<file path="config.mk">
export PLATFORM = sky130hd
export DESIGN_NAME = pe_row_ctx_ctrl
export DESIGN_NICKNAME = d
export VERILOG_FILES = /design/src/rtl/pe_row_ctx_ctrl_pkg.sv /design/src/rtl/pe_row_ctx_ctrl_ctx_cfg_mem.sv /design/src/rtl/pe_row_ctx_ctrl.sv
export SDC_FILE = /design/constraint.sdc
export NUM_CORES = 1
export LEC_CHECK = 0
export ABC_AREA = 0
export BUFFER_PORTS_ARGS = -buffer_cell sky130_fd_sc_hd__buf_2
export CELL_PAD_IN_SITES_DETAIL_PLACEMENT = 2
export CELL_PAD_IN_SITES_GLOBAL_PLACEMENT = 2
export CORE_ASPECT_RATIO = 0.9
export CORE_MARGIN = 2
export CORE_UTILIZATION = 35
export DETAILED_ROUTE_END_ITERATION = 16
export HOLD_SLACK_MARGIN = 0.06
export MAX_ROUTING_LAYER = met4
export PLACE_DENSITY_LB_ADDON = 0.1
export SLEW_MARGIN = 20
export SYNTH_ARGS = -nofsm -noshare
export SYNTH_HDL_FRONTEND = slang
export SYNTH_SLANG_ARGS = --single-unit
</file>
<file path="constraint.sdc">
create_clock -name clk -period 4.5 [get_ports clk]
set_clock_uncertainty 0.2 [all_clocks]
set_input_delay 0.45 -clock clk [delete_from_list [all_inputs] [get_ports clk]]
set_output_delay 0.45 -clock clk [all_outputs]
set_load 0.02 [all_outputs]
</file>
<file path="src/rtl/pe_row_ctx_ctrl_pkg.sv">
// Shared types and constants for the PE-row multi-context configuration controller.
package pe_row_ctx_ctrl_pkg;

  // Kept equal to the global PE instruction width.
  localparam int PE_INST_W = 32;
  localparam int LSU_SLOT  = 0;

  typedef enum logic [1:0] {
    ST_IDLE  = 2'd0,
    ST_LOAD  = 2'd1,
    ST_RUN   = 2'd2,
    ST_DRAIN = 2'd3
  } state_e;

endpackage

</file>
<file path="src/rtl/pe_row_ctx_ctrl_ctx_cfg_mem.sv">
// Context storage: CTX_DEPTH rows of NUM_SLOTS instruction words.
// One write port, one asynchronous read port, and a clear on reset.
module ctx_cfg_mem #(
  parameter int NUM_SLOTS = 5,
  parameter int CTX_DEPTH = 4,
  parameter int INST_W    = 32,
  parameter int CTX_W     = 2,
  parameter int SLOT_W    = 3
) (
  input  logic              clk,
  input  logic              rst_n,
  input  logic              we_i,
  input  logic [CTX_W-1:0]  wctx_i,
  input  logic [SLOT_W-1:0] wslot_i,
  input  logic [INST_W-1:0] wdata_i,
  input  logic [CTX_W-1:0]  rctx_i,
  input  logic [SLOT_W-1:0] rslot_i,
  output logic [INST_W-1:0] rdata_o
);

  logic [INST_W-1:0] mem_q [CTX_DEPTH][NUM_SLOTS];

  // NOTE: the storage is cleared by reset, so it must be flops rather than a RAM macro.
  // NOTE: sequential state uses non-blocking assignments so every flop samples pre-edge values.
  always_ff @(posedge clk or negedge rst_n) begin
    if (!rst_n) begin
      for (int c = 0; c < CTX_DEPTH; c++) begin
        for (int s = 0; s < NUM_SLOTS; s++) begin
          mem_q[c][s] <= '0;
        end
      end
    end else if (we_i) begin
      mem_q[wctx_i][wslot_i] <= wdata_i;
    end
  end

  assign rdata_o = mem_q[rctx_i][rslot_i];

endmodule

</file>
<file path="src/rtl/pe_row_ctx_ctrl.sv">
// Multi-context config/run controller for one CGRA PE row (LSU + NUM_PE PEs).
// Loads stored contexts via one-hot init strobes, then holds run until stop or switch.
module pe_row_ctx_ctrl
  import pe_row_ctx_ctrl_pkg::*;
#(
  parameter  int NUM_PE    = 4,
  parameter  int INST_W    = PE_INST_W,
  parameter  int CTX_DEPTH = 4,
  localparam int NUM_SLOTS = NUM_PE + 1,
  localparam int CTX_W     = $clog2(CTX_DEPTH),
  localparam int SLOT_W    = $clog2(NUM_PE + 1)
) (
  input  logic                 clk,
  input  logic                 rst,
  input  logic                 cfg_valid,
  output logic                 cfg_ready,
  input  logic [CTX_W-1:0]     cfg_ctx,
  input  logic [SLOT_W-1:0]    cfg_slot,
  input  logic [INST_W-1:0]    cfg_data,
  input  logic                 start,
  input  logic [CTX_W-1:0]     ctx_sel,
  input  logic                 stop,
  output logic [INST_W-1:0]    PE_config,
  output logic                 init_en,
  output logic [NUM_SLOTS-1:0] init_sel,
  output logic                 run,
  output logic                 busy,
  output logic                 done,
  output logic                 cfg_err
);

  localparam logic [SLOT_W-1:0]    LAST_SLOT  = SLOT_W'(NUM_PE);
  localparam logic [SLOT_W-1:0]    FIRST_SLOT = SLOT_W'(LSU_SLOT);
  localparam logic [NUM_SLOTS-1:0] SEL_LSU    = {1'b1, {NUM_PE{1'b0}}};

  state_e              state_q, state_d;
  logic [SLOT_W-1:0]   slot_q, slot_d;
  logic [CTX_W-1:0]    ctx_q, ctx_d;
  logic [INST_W-1:0]   pe_config_q, pe_config_d;
  logic [NUM_SLOTS-1:0] init_sel_q, init_sel_d;
  logic                init_en_q, init_en_d;
  logic                run_q, run_d;
  logic                busy_q, busy_d;
  logic                done_q, done_d;
  logic                cfg_err_q, cfg_err_d;

  logic                cfg_fire, slot_ok, mem_we;
  logic [INST_W-1:0]   mem_rdata, rd_data;

  // The running context is write-protected; other contexts may load in the background.
  assign cfg_ready = (state_q == ST_IDLE) || (cfg_ctx != ctx_q);
  assign cfg_fire  = cfg_valid && cfg_ready;
  assign slot_ok   = (cfg_slot <= LAST_SLOT);
  assign mem_we    = cfg_fire && slot_ok;

  ctx_cfg_mem #(
    .NUM_SLOTS (NUM_SLOTS),
    .CTX_DEPTH (CTX_DEPTH),
    .INST_W    (INST_W),
    .CTX_W     (CTX_W),
    .SLOT_W    (SLOT_W)
  ) u_mem (
    .clk     (clk),
    .rst_n   (rst),
    .we_i    (mem_we),
    .wctx_i  (cfg_ctx),
    .wslot_i (cfg_slot),
    .wdata_i (cfg_data),
    .rctx_i  (ctx_d),
    .rslot_i (slot_d),
    .rdata_o (mem_rdata)
  );

  // NOTE: every signal assigned here gets a default first, so no latch can be inferred.
  always_comb begin
    state_d = state_q;
    slot_d  = slot_q;
    ctx_d   = ctx_q;
    case (state_q)
      ST_IDLE: begin
        if (start) begin
          ctx_d   = ctx_sel;
          slot_d  = FIRST_SLOT;
          state_d = ST_LOAD;
        end
      end
      ST_LOAD: begin
        if (slot_q == LAST_SLOT) state_d = ST_RUN;
        else                     slot_d  = slot_q + 1'b1;
      end
      ST_RUN: begin
        if (stop) begin
          state_d = ST_IDLE;
        end else if (start) begin
          ctx_d   = ctx_sel;
          state_d = ST_DRAIN;
        end
      end
      ST_DRAIN: begin
        slot_d  = FIRST_SLOT;
        state_d = ST_LOAD;
      end
    endcase

    // Outputs are registered from the next state; a word written this edge is forwarded.
    rd_data     = (mem_we && cfg_ctx == ctx_d && cfg_slot == slot_d) ? cfg_data : mem_rdata;
    init_en_d   = (state_d == ST_LOAD);
    pe_config_d = init_en_d ? rd_data : '0;
    init_sel_d  = init_en_d ? (SEL_LSU >> slot_d) : '0;
    run_d       = (state_d == ST_RUN);
    busy_d      = (state_d != ST_IDLE);
    done_d      = ((state_q == ST_RUN) && (state_d == ST_IDLE)) || (state_d == ST_DRAIN);
    cfg_err_d   = cfg_err_q || (cfg_fire && !slot_ok);
  end

  always_ff @(posedge clk or negedge rst) begin
    if (!rst) begin
      state_q     <= ST_IDLE;
      slot_q      <= '0;
      ctx_q       <= '0;
      pe_config_q <= '0;
      init_sel_q  <= '0;
      init_en_q   <= 1'b0;
      run_q       <= 1'b0;
      busy_q      <= 1'b0;
      done_q      <= 1'b0;
      cfg_err_q   <= 1'b0;
    end else begin
      state_q     <= state_d;
      slot_q      <= slot_d;
      ctx_q       <= ctx_d;
      pe_config_q <= pe_config_d;
      init_sel_q  <= init_sel_d;
      init_en_q   <= init_en_d;
      run_q       <= run_d;
      busy_q      <= busy_d;
      done_q      <= done_d;
      cfg_err_q   <= cfg_err_d;
    end
  end

  assign PE_config = pe_config_q;
  assign init_en   = init_en_q;
  assign init_sel  = init_sel_q;
  assign run       = run_q;
  assign busy      = busy_q;
  assign done      = done_q;
  assign cfg_err   = cfg_err_q;

endmodule

</file>
==> impl_metrics.ini, run 1 <==
[status]
outcome = finished, final reports clean

[detailed_routing]
drc = 0
ant_nets = 0
first_iter_violations = 1107
drt_wl_total_um = 111700
first_pass_iters = 5
num_vias = 20678
wl_per_cell_um = 30.32
viasPerCell = 5.613

[worst_hold_path]
whs_path_depth = 2
holdCritStartpoint = cfg_data[25]
hold_class = in -> reg

[final_layout]
area_delta_synth_final_pct = 15.36
finalNetCount = 2437
drive_above_1_share_pct = 44.03
fillerInstances = 8930
layout.area.seq_um2 = 17240
fin_area_um2 = 36790
multi_input_comb_area_um2 = 13580

[sta]
timing_hold_violations_final = 0
drv_slew = 0
fin_ws_ns = 0.7168
worst_slew_pin_slew_ns = 1.075
setup_tns_ns = 0
min_period_ns = 3.783
finalCritPeriodShare_pct = 84.07
fmax_mhz = 264.3
max_slew_margin_pct = 28.18
setup_viol = 0
grt_setup_unrepaired = no

[synthesis]
synth_ff_type = dfrtp_1
avgSynthCellArea_um2 = 13.60
yosys_warnings = 0
seq_area_frac_synth_pct = 54.06
synth_seq_cells = 689
ys_types = 60
synth_cells = 2345
syn-num-nets = 2391
synth_edf_count = 0
syn_area_um2 = 31890
synthArstFlopShare_pct = 100.0

[cts]
post-cts-setup-buffers = 0
cts_buffer_depth = 3
clockRootBuffer = clkbuf_16
cts_buffers = 81
cts_resized = 0
cts_tree = built
clock_latency_ns = 0.64
clkTransAtPathRegs_ns = 0.06
htreeDepth = 3
ctsHoldBuffers = 24
clock-sinks = 689

[setup_path]
endpoint_kind = register
worst-path-max-fanout = 66
reg2reg_slack_ns = 0.72
cp-startpoint = state_q[0]$_DFF_PN0_
worstReg2RegStart = state_q[0]$_DFF_PN0_
path_class = reg -> reg
crit_required_ns = 4.85
reg2reg_depth = 10
slowest_stage = dfrtp_1
cp_cell_sequence = inv_2, a21boi_1, nor2_4, inv_8, buf_4, buf_12, a211oi_1, o21ai_0, o211ai_1, o22ai_1
arrival_ns = 4.13
worst-path-stages = 10
crit_path_start_kind = register
cp_num_buf_inv = 4
slowest_delay_ns = 0.65
cp_top_family = compound AO/OA/AOI/OAI gates

[floorplan]
core_area_um2 = 90780
die_w_um = 322.2
ios = 87
die_y_um = 290.4
initial_core_util_pct = 35.13
dieArea_um2 = 93550
rows = 105

[run]
drv_cap = 0

[power_and_ir_drop]
vdd_drop_max_uv = 742.5
p_per_area_nw_per_um2 = 724.7
p_leak_uw = 0.01654
power_uw = 26660

[grt]
grt_pass1_vias = 23559
grt_overflow = 0
track_usage_pct = 25.10
grt_max_degree = 117
antenna_found_initial = 2
grt_pass1_wl_um = 167600

[place]
place_area_um2 = 33920
routabilityCongestion = 0.7574
port_buffers = 86
dpl.hpwl_um = 63870
dp_slack_ns = 0.7195
[path summary, 6_finish.rpt]
| path | to |
|---|---|
| setup / recovery | PE_config[24]$_DFF_PN0_ |
| hold / removal | u_mem.mem_q[505]$_DFFE_PN0P_ |
| setup reg to reg | PE_config[24]$_DFF_PN0_ |
| hold reg to reg | u_mem.mem_q[573]$_DFFE_PN0P_ |
| max in group asynchronous | u_mem.mem_q[262]$_DFFE_PN0P_ |
| min in group asynchronous | u_mem.mem_q[291]$_DFFE_PN0P_ |
[per-stage QoR]
step	utilization [%]	hold WS [ns]	std cells
after floorplan	-	-0.04559	2345
after global placement	37.36	0.2513	3514
after detailed placement	37.36	0.2562	3514
after CTS	40.52	0.1117	3683
after global routing	40.52	0.1554	3684
final	40.52	0.1591	3684
[cell usage after synthesis, types with 2 or more instances]
| library cell | instances | area [um^2] |
|---|---|---|
| nor2_1 | 39 | 146.4 |
| o221ai_1 | 14 | 122.6 |
| a211oi_2 | 2 | 25.02 |
| a221oi_2 | 18 | 270.3 |
| o21a_1 | 18 | 135.1 |
| buf_4 | 16 | 120.1 |
| mux4_1 | 3 | 78.83 |
| mux2_1 | 7 | 78.83 |
| ha_1 | 2 | 25.02 |
| nand2_1 | 108 | 405.4 |
| a211oi_1 | 107 | 803.3 |
| a21o_1 | 2 | 15.01 |
| o211ai_1 | 15 | 112.6 |
| a21boi_0 | 2 | 15.01 |
| and3_1 | 109 | 681.9 |
| mux2_2 | 633 | 7128 |
| inv_1 | 24 | 90.09 |
| buf_12 | 2 | 40.04 |
| mux4_2 | 83 | 1869 |
| or3_1 | 5 | 31.28 |
| nand3_1 | 3 | 15.01 |
| nor2b_1 | 3 | 18.77 |
| nor3_1 | 2 | 10.01 |
| nand2b_1 | 7 | 43.79 |
| nor2_2 | 4 | 25.02 |
| and2_1 | 3 | 18.77 |
| o22ai_1 | 14 | 87.58 |
| buf_1 | 4 | 15.01 |
| buf_2 | 81 | 405.4 |
| clkbuf_1 | 135 | 506.7 |
| o21ai_0 | 21 | 105.1 |
| a21boi_1 | 2 | 15.01 |
| o2111ai_1 | 14 | 122.6 |
| a31oi_1 | 42 | 262.8 |
| inv_2 | 3 | 11.26 |
| buf_6 | 4 | 45.04 |
| a211o_1 | 18 | 157.7 |
| a21oi_1 | 47 | 235.2 |
| a22oi_1 | 18 | 135.1 |
| dfrtp_1 | 689 | 17240 |
| xnor2_1 | 3 | 26.28 |
[state kept, by name, summed over array words and instances, names as in the netlist, 2 cells and up]
name,cells
slot_q,3
u_mem.mem_q,640
PE_config,32
init_sel,5
state_q,2
ctx_q,2
[kinds of logic after synthesis]
kind of cell	count (synthesis)	synth area share (%)
DFF	689	54.06
and+or+nand+nor	291	4.618
AOI/OAI and AO/OA	363	8.502
muxes	726	28.71
xor gates and xnor gates	4	0.1334
buffers and inverters	270	3.896
adders and majority gates	2	0.07846
[final cells by class]
cell class / instances / area share (%)
sequential: 689 / 46.87
multi-input combinational: 1386 / 36.90
clock buffer: 128 / 6.676
inverter: 28 / 0.3197
clock inverter: 17 / 0.4728
tap: 1230 / 4.183
antenna: 1 / 0.006802
timing repair buffer: 205 / 4.571
[worst reg2reg max path: stages, from the launching register on]
cell	delay (ns)
dfrtp_1	0.65
inv_2	0.18
a21boi_1	0.36
nor2_4	0.11
inv_8	0.39
buf_4	0.42
buf_12	0.36
a211oi_1	0.23
o21ai_0	0.50
o211ai_1	0.17
o22ai_1	0.15
[cells in the final DEF, fill, tap and decap left out, drive strengths merged, types with 44 or more instances in the layout]
master / n
nand2: 108
clkbuf: 128
a211oi: 109
mux4: 86
nor2: 44
buf: 181
mux2: 640
dfrtp: 689
a21oi: 48
and3: 110
[where the power goes]
group / switching (uW) / internal (uW)
Clock: 2700 / 3900
Sequential: 1060 / 8170
Combinational: 6310 / 4530
[layer usage]
layer	track usage (%)	up-vias	part of all wire (%)
li1	-	8744	-
met1	33.94	11442	46
met2	40.09	329	49
met3	2.997	163	2.8
met4	6.576	0	2.6
met5	-	-	0
Power figures use the tool's default switching activity.
==> run 2, diff against run 1 <==
==> constraint.sdc (replaced) <==
create_clock -name clk -period 3.4 [get_ports clk]
set_clock_uncertainty 0.2 [all_clocks]
set_input_delay 0.34 -clock clk [delete_from_list [all_inputs] [get_ports clk]]
set_output_delay 0.34 -clock clk [all_outputs]
set_load 0.02 [all_outputs]
==> impl_metrics.ini, run 2 (synthesis results as in run 1) <==
[setup_path]
worst-path-max-fanout = 18
path_class = reg -> reg
endpoint_kind = register
crit_path_start_kind = register
reg2reg_slack_ns = 0.35
arrival_ns = 3.37
crit_required_ns = 3.72

[grt]
grt_pass1_wl_um = 164000
grt_max_degree = 94
track_usage_pct = 24.52
grt_pass1_vias = 23720
antenna_found_initial = 3
grt_overflow = 0

[power_and_ir_drop]
p_per_area_nw_per_um2 = 958.3
p_leak_uw = 0.01669
vdd_drop_max_uv = 605.3

[final_layout]
final_common_cell = dfrtp_1
finalNetCount = 2463
most-common-layout-cells = 689 x dfrtp_1, 633 x mux2_2, 109 x and3_1
layout.area.seq_um2 = 17240
largest_reg_flops = 640
multi_input_comb_area_um2 = 13570
drive_above_1_share_pct = 43.98
fillerInstances = 8886
largest_register = u_mem.mem_q
area_delta_synth_final_pct = 16.47

[sta]
drv_slew = 0
worst_slew_pin_slew_ns = 0.7644
min_period_ns = 3.053
timing_hold_violations_final = 0
max_slew_margin_pct = 49.04
setup_tns_ns = 0
fin_ws_ns = 0.3470
setup_viol = 0
finalCritPeriodShare_pct = 89.79
fmax_mhz = 327.5
grt_setup_unrepaired = no

[floorplan]
initial_core_util_pct = 35.13
die_y_um = 290.4
ios = 87
dieArea_um2 = 93550
die_w_um = 322.2
core_area_um2 = 90780
rows = 105

[cts]
clock_latency_ns = 0.64
cts_resized = 0
cts_buffer_depth = 3
clock-sinks = 689
clockRootBuffer = clkbuf_16
clkTransAtPathRegs_ns = 0.06
post-cts-setup-buffers = 0
cts_buffers = 81
htreeDepth = 3
cts_tree = built
ctsHoldBuffers = 34

[place]
dp_slack_ns = 0.2289
dpl.hpwl_um = 61950
port_buffers = 86
routabilityCongestion = 0.7626

[worst_hold_path]
hold_class = in -> reg

[detailed_routing]
viasPerCell = 5.576
drt_wl_total_um = 108700
first_iter_violations = 1150
first_pass_iters = 5
num_vias = 20687
drc = 0
ant_nets = 0
wl_per_cell_um = 29.31

[run]
drv_cap = 0

[status]
outcome = finished, final reports clean
==> run 2: final cells by class <==
cell class                      instances  area share, %
Sequential cell                       689          46.42
Multi-Input combinational cell       1386          36.54
Clock buffer                          127          6.528
Timing Repair Buffer                  231          5.524
Tap cell                             1230          4.143
Clock inverter                         15         0.5053
Inverter                               28         0.3166
Antenna cell                            4        0.02695
==> run 2: metrics by stage <==
step | power [uW] | cell area, um^2 | cells | utilization, % | hold WS, ns
floorplan | 21230 | 31890 | 2345 | - | -0.1556
global placement | 26620 | 34180 | 3530 | 37.65 | 0.2074
detailed placement | 27160 | 34180 | 3530 | 37.65 | 0.2163
CTS | 36150 | 37130 | 3706 | 40.91 | 0.06287
global route | 37690 | 37140 | 3708 | 40.91 | 0.08790
finish | 35590 | 37140 | 3710 | 40.92 | 0.1008
==> run 2: power by group <==
group          internal [uW]  total, uW  switching, uW
sequential             10800      12200           1350
combinational           6290      14700           8440
clock                   5180       8710           3530
==> run 2: path summary, 6_finish.rpt <==
path	from	to	cells after the start
setup / recovery	slot_q[0]$_DFF_PN0_	PE_config[4]$_DFF_PN0_	10
setup reg to reg	slot_q[0]$_DFF_PN0_	PE_config[4]$_DFF_PN0_	10
hold / removal	cfg_data[3]	u_mem.mem_q[547]$_DFFE_PN0P_	2
min in group asynchronous	rst	u_mem.mem_q[264]$_DFFE_PN0P_	2
max in group asynchronous	rst	u_mem.mem_q[565]$_DFFE_PN0P_	3
hold reg to reg	u_mem.mem_q[633]$_DFFE_PN0P_	u_mem.mem_q[633]$_DFFE_PN0P_	1
==> run 2: worst max-delay path, cell delays in order, from the launching register on <==
cell and delay [ns]:
dfrtp_1 0.42, inv_1 0.08, ha_1 0.22, and4b_1 0.23, a211oi_2 0.31, nand4_1 0.16, a211oi_2 0.26, o2111a_2 0.30
buf_4 0.40, a21oi_1 0.11, o22ai_1 0.26
==> run 2: per-layer routing <==
| layer | part of all wire [%] | GRT usage [%] |
|---|---|---|
| met1 | 46 | 32.86 |
| met2 | 48 | 38.78 |
| met3 | 3.0 | 3.164 |
| met4 | 3.2 | 7.602 |
| met5 | 0 | - |
==> run 3, diff against run 2 <==
==> constraint.sdc (replaced) <==
create_clock -name clk -period 3.35 [get_ports clk]
set_clock_uncertainty 0.2 [all_clocks]
set_input_delay 0.335 -clock clk [delete_from_list [all_inputs] [get_ports clk]]
set_output_delay 0.335 -clock clk [all_outputs]
set_load 0.02 [all_outputs]
==> impl_metrics.ini, run 3 (synthesis results as in run 1) <==
[cts]
cts_resized = 0
htreeDepth = 3
clockRootBuffer = clkbuf_16
cts_tree = built
cts_buffers = 82
clock-sinks = 689
cts_buffer_depth = 3
post-cts-setup-buffers = 0
clkTransAtPathRegs_ns = 0.06
clock_latency_ns = 0.63

[detailed_routing]
ant_nets = 0
drt_wl_total_um = 112300
drc = 0
wl_per_cell_um = 30.12
first_iter_violations = 949
viasPerCell = 5.602
num_vias = 20897
first_pass_iters = 5

[setup_path]
endpoint_kind = register
r2r_end = PE_config[11]$_DFF_PN0_
cpMostUsedCell = buf_12
crit_path_start_kind = register
cp-startpoint = state_q[1]$_DFF_PN0_
arrival_ns = 3.47
reg2reg_depth = 11
reg2reg_slack_ns = 0.21
slowest_delay_ns = 0.43
cp-endpoint = PE_config[11]$_DFF_PN0_
worstReg2RegStart = state_q[1]$_DFF_PN0_
slowest_stage = dfrtp_1
path_class = reg -> reg
worst-path-max-fanout = 42
cp_cell_sequence = a21boi_2, and3_4, nor2_4, inv_8, buf_12, buf_12, buf_4, a211oi_1, o21ai_0, o211ai_1, o22ai_1
crit_required_ns = 3.68

[sta]
worst_slew_pin_slew_ns = 0.8531
hold-worst-slack_ns = 0.09711
fmax_mhz = 318.7
fin_ws_ns = 0.2125
finalCritPeriodShare_pct = 93.66
min_period_ns = 3.138
grt_setup_unrepaired = no
setup_viol = 0
max_slew_margin_pct = 43.13
setup_tns_ns = 0
timing_hold_violations_final = 0
drv_slew = 0

[power_and_ir_drop]
p_int_uw = 22990
p_leak_uw = 0.01692
p_sw_uw = 13680
sequentialPowerShare_pct = 33.8
sw_frac_of_total_pct = 37.31
p_per_area_nw_per_um2 = 974.6
p_clk_share_pct = 25.1
vdd_drop_max_uv = 450.2
power_frac_comb_pct = 41.2

[place]
routabilityCongestion = 0.7541
port_buffers = 86
dp_cells = 3549
dp_slack_ns = 0.1850
dpl.hpwl_um = 66490

[status]
outcome = finished, final reports clean

[worst_hold_path]
hold_class = in -> reg

[grt]
grt_pass1_vias = 24028
grt_overflow = 0
grt_max_degree = 87
grt_pass1_wl_um = 169200
track_usage_pct = 25.28
antenna_found_initial = 4

[floorplan]
ios = 87
die_y_um = 290.4
dieArea_um2 = 93550
die_w_um = 322.2
initial_core_util_pct = 35.13
rows = 105
core_area_um2 = 90780

[final_layout]
area_delta_synth_final_pct = 17.97
instances_no_fill = 3730
most-common-layout-cells = 689 x dfrtp_1, 633 x mux2_2, 109 x and3_1
finalNetCount = 2484
drive_above_1_share_pct = 44.90
final_common_cell = dfrtp_1
largest_reg_flops = 640
largest_register = u_mem.mem_q
final_util_pct = 41.44

[run]
drv_cap = 0
## run 3: worst min-delay path by stage
stage	start	endpoint	slack, ns	depth (start not counted)
after floorplan	rst	PE_config[0]$_DFF_PN0_	-0.16	0
after CTS	cfg_data[23]	u_mem.mem_q[439]$_DFFE_PN0P_	0.07	2
after global placement	rst	u_mem.mem_q[195]$_DFFE_PN0P_	0.24	1
final	cfg_data[4]	u_mem.mem_q[228]$_DFFE_PN0P_	0.1	2
after detailed placement	rst	u_mem.mem_q[196]$_DFFE_PN0P_	0.25	1
after global routing	cfg_data[4]	u_mem.mem_q[548]$_DFFE_PN0P_	0.1	2
## run 3: per-layer routing
metal | vias to the layer above | track usage, % | routed length (um)
met5 | - | - | 0
met4 | 0 | 7.283 | 3204
met3 | 193 | 2.962 | 3267
met2 | 373 | 40.92 | 54970
met1 | 11482 | 33.50 | 50910
li1 | 8849 | - | -
## run 3: worst max-delay path, delay by kind of cell (launching register included)
| kind | cells | cell delay [ns] |
|---|---|---|
| AO/OA/AOI/OAI | 5 | 1.00 |
| flip-flops | 1 | 0.43 |
| buffers and inverters | 4 | 0.97 |
| AND/OR/NAND/NOR | 2 | 0.33 |
## run 3: cell type report
cell class | instances | area, um^2
Multi-Input combinational cell | 1386 | 13570
Clock buffer | 124 | 2505
Fill cell | 8865 | 53160
Tap cell | 1230 | 1539
Clock inverter | 21 | 250.2
Inverter | 28 | 117.6
Antenna cell | 1 | 2.502
Sequential cell | 689 | 17240
Timing Repair Buffer | 251 | 2392
## run 3: metrics by stage
stage / total power (uW) / instance area, um^2
floorplan: 21550 / 31890
global route: 38740 / 37620
finish: 36660 / 37620
global placement: 27140 / 34510
detailed placement: 27740 / 34510
CTS: 37170 / 37620
## run 3: what timing repair did
item | 4_1_cts | 5_1_grt
setup endpoints to repair | 0 | 0
endpoints found under the hold margin | 556 | 0
hold buffers | 35 | 0
## run 3: power groups by stage
stage	clock [uW]	sequential [uW]	combinational, uW
final	9180	12400	15100
after global placement	0	12300	14900
after CTS	9450	12400	15300
after detailed placement	0	12500	15200
after global routing	9800	12700	16200
after floorplan	0	12100	9430
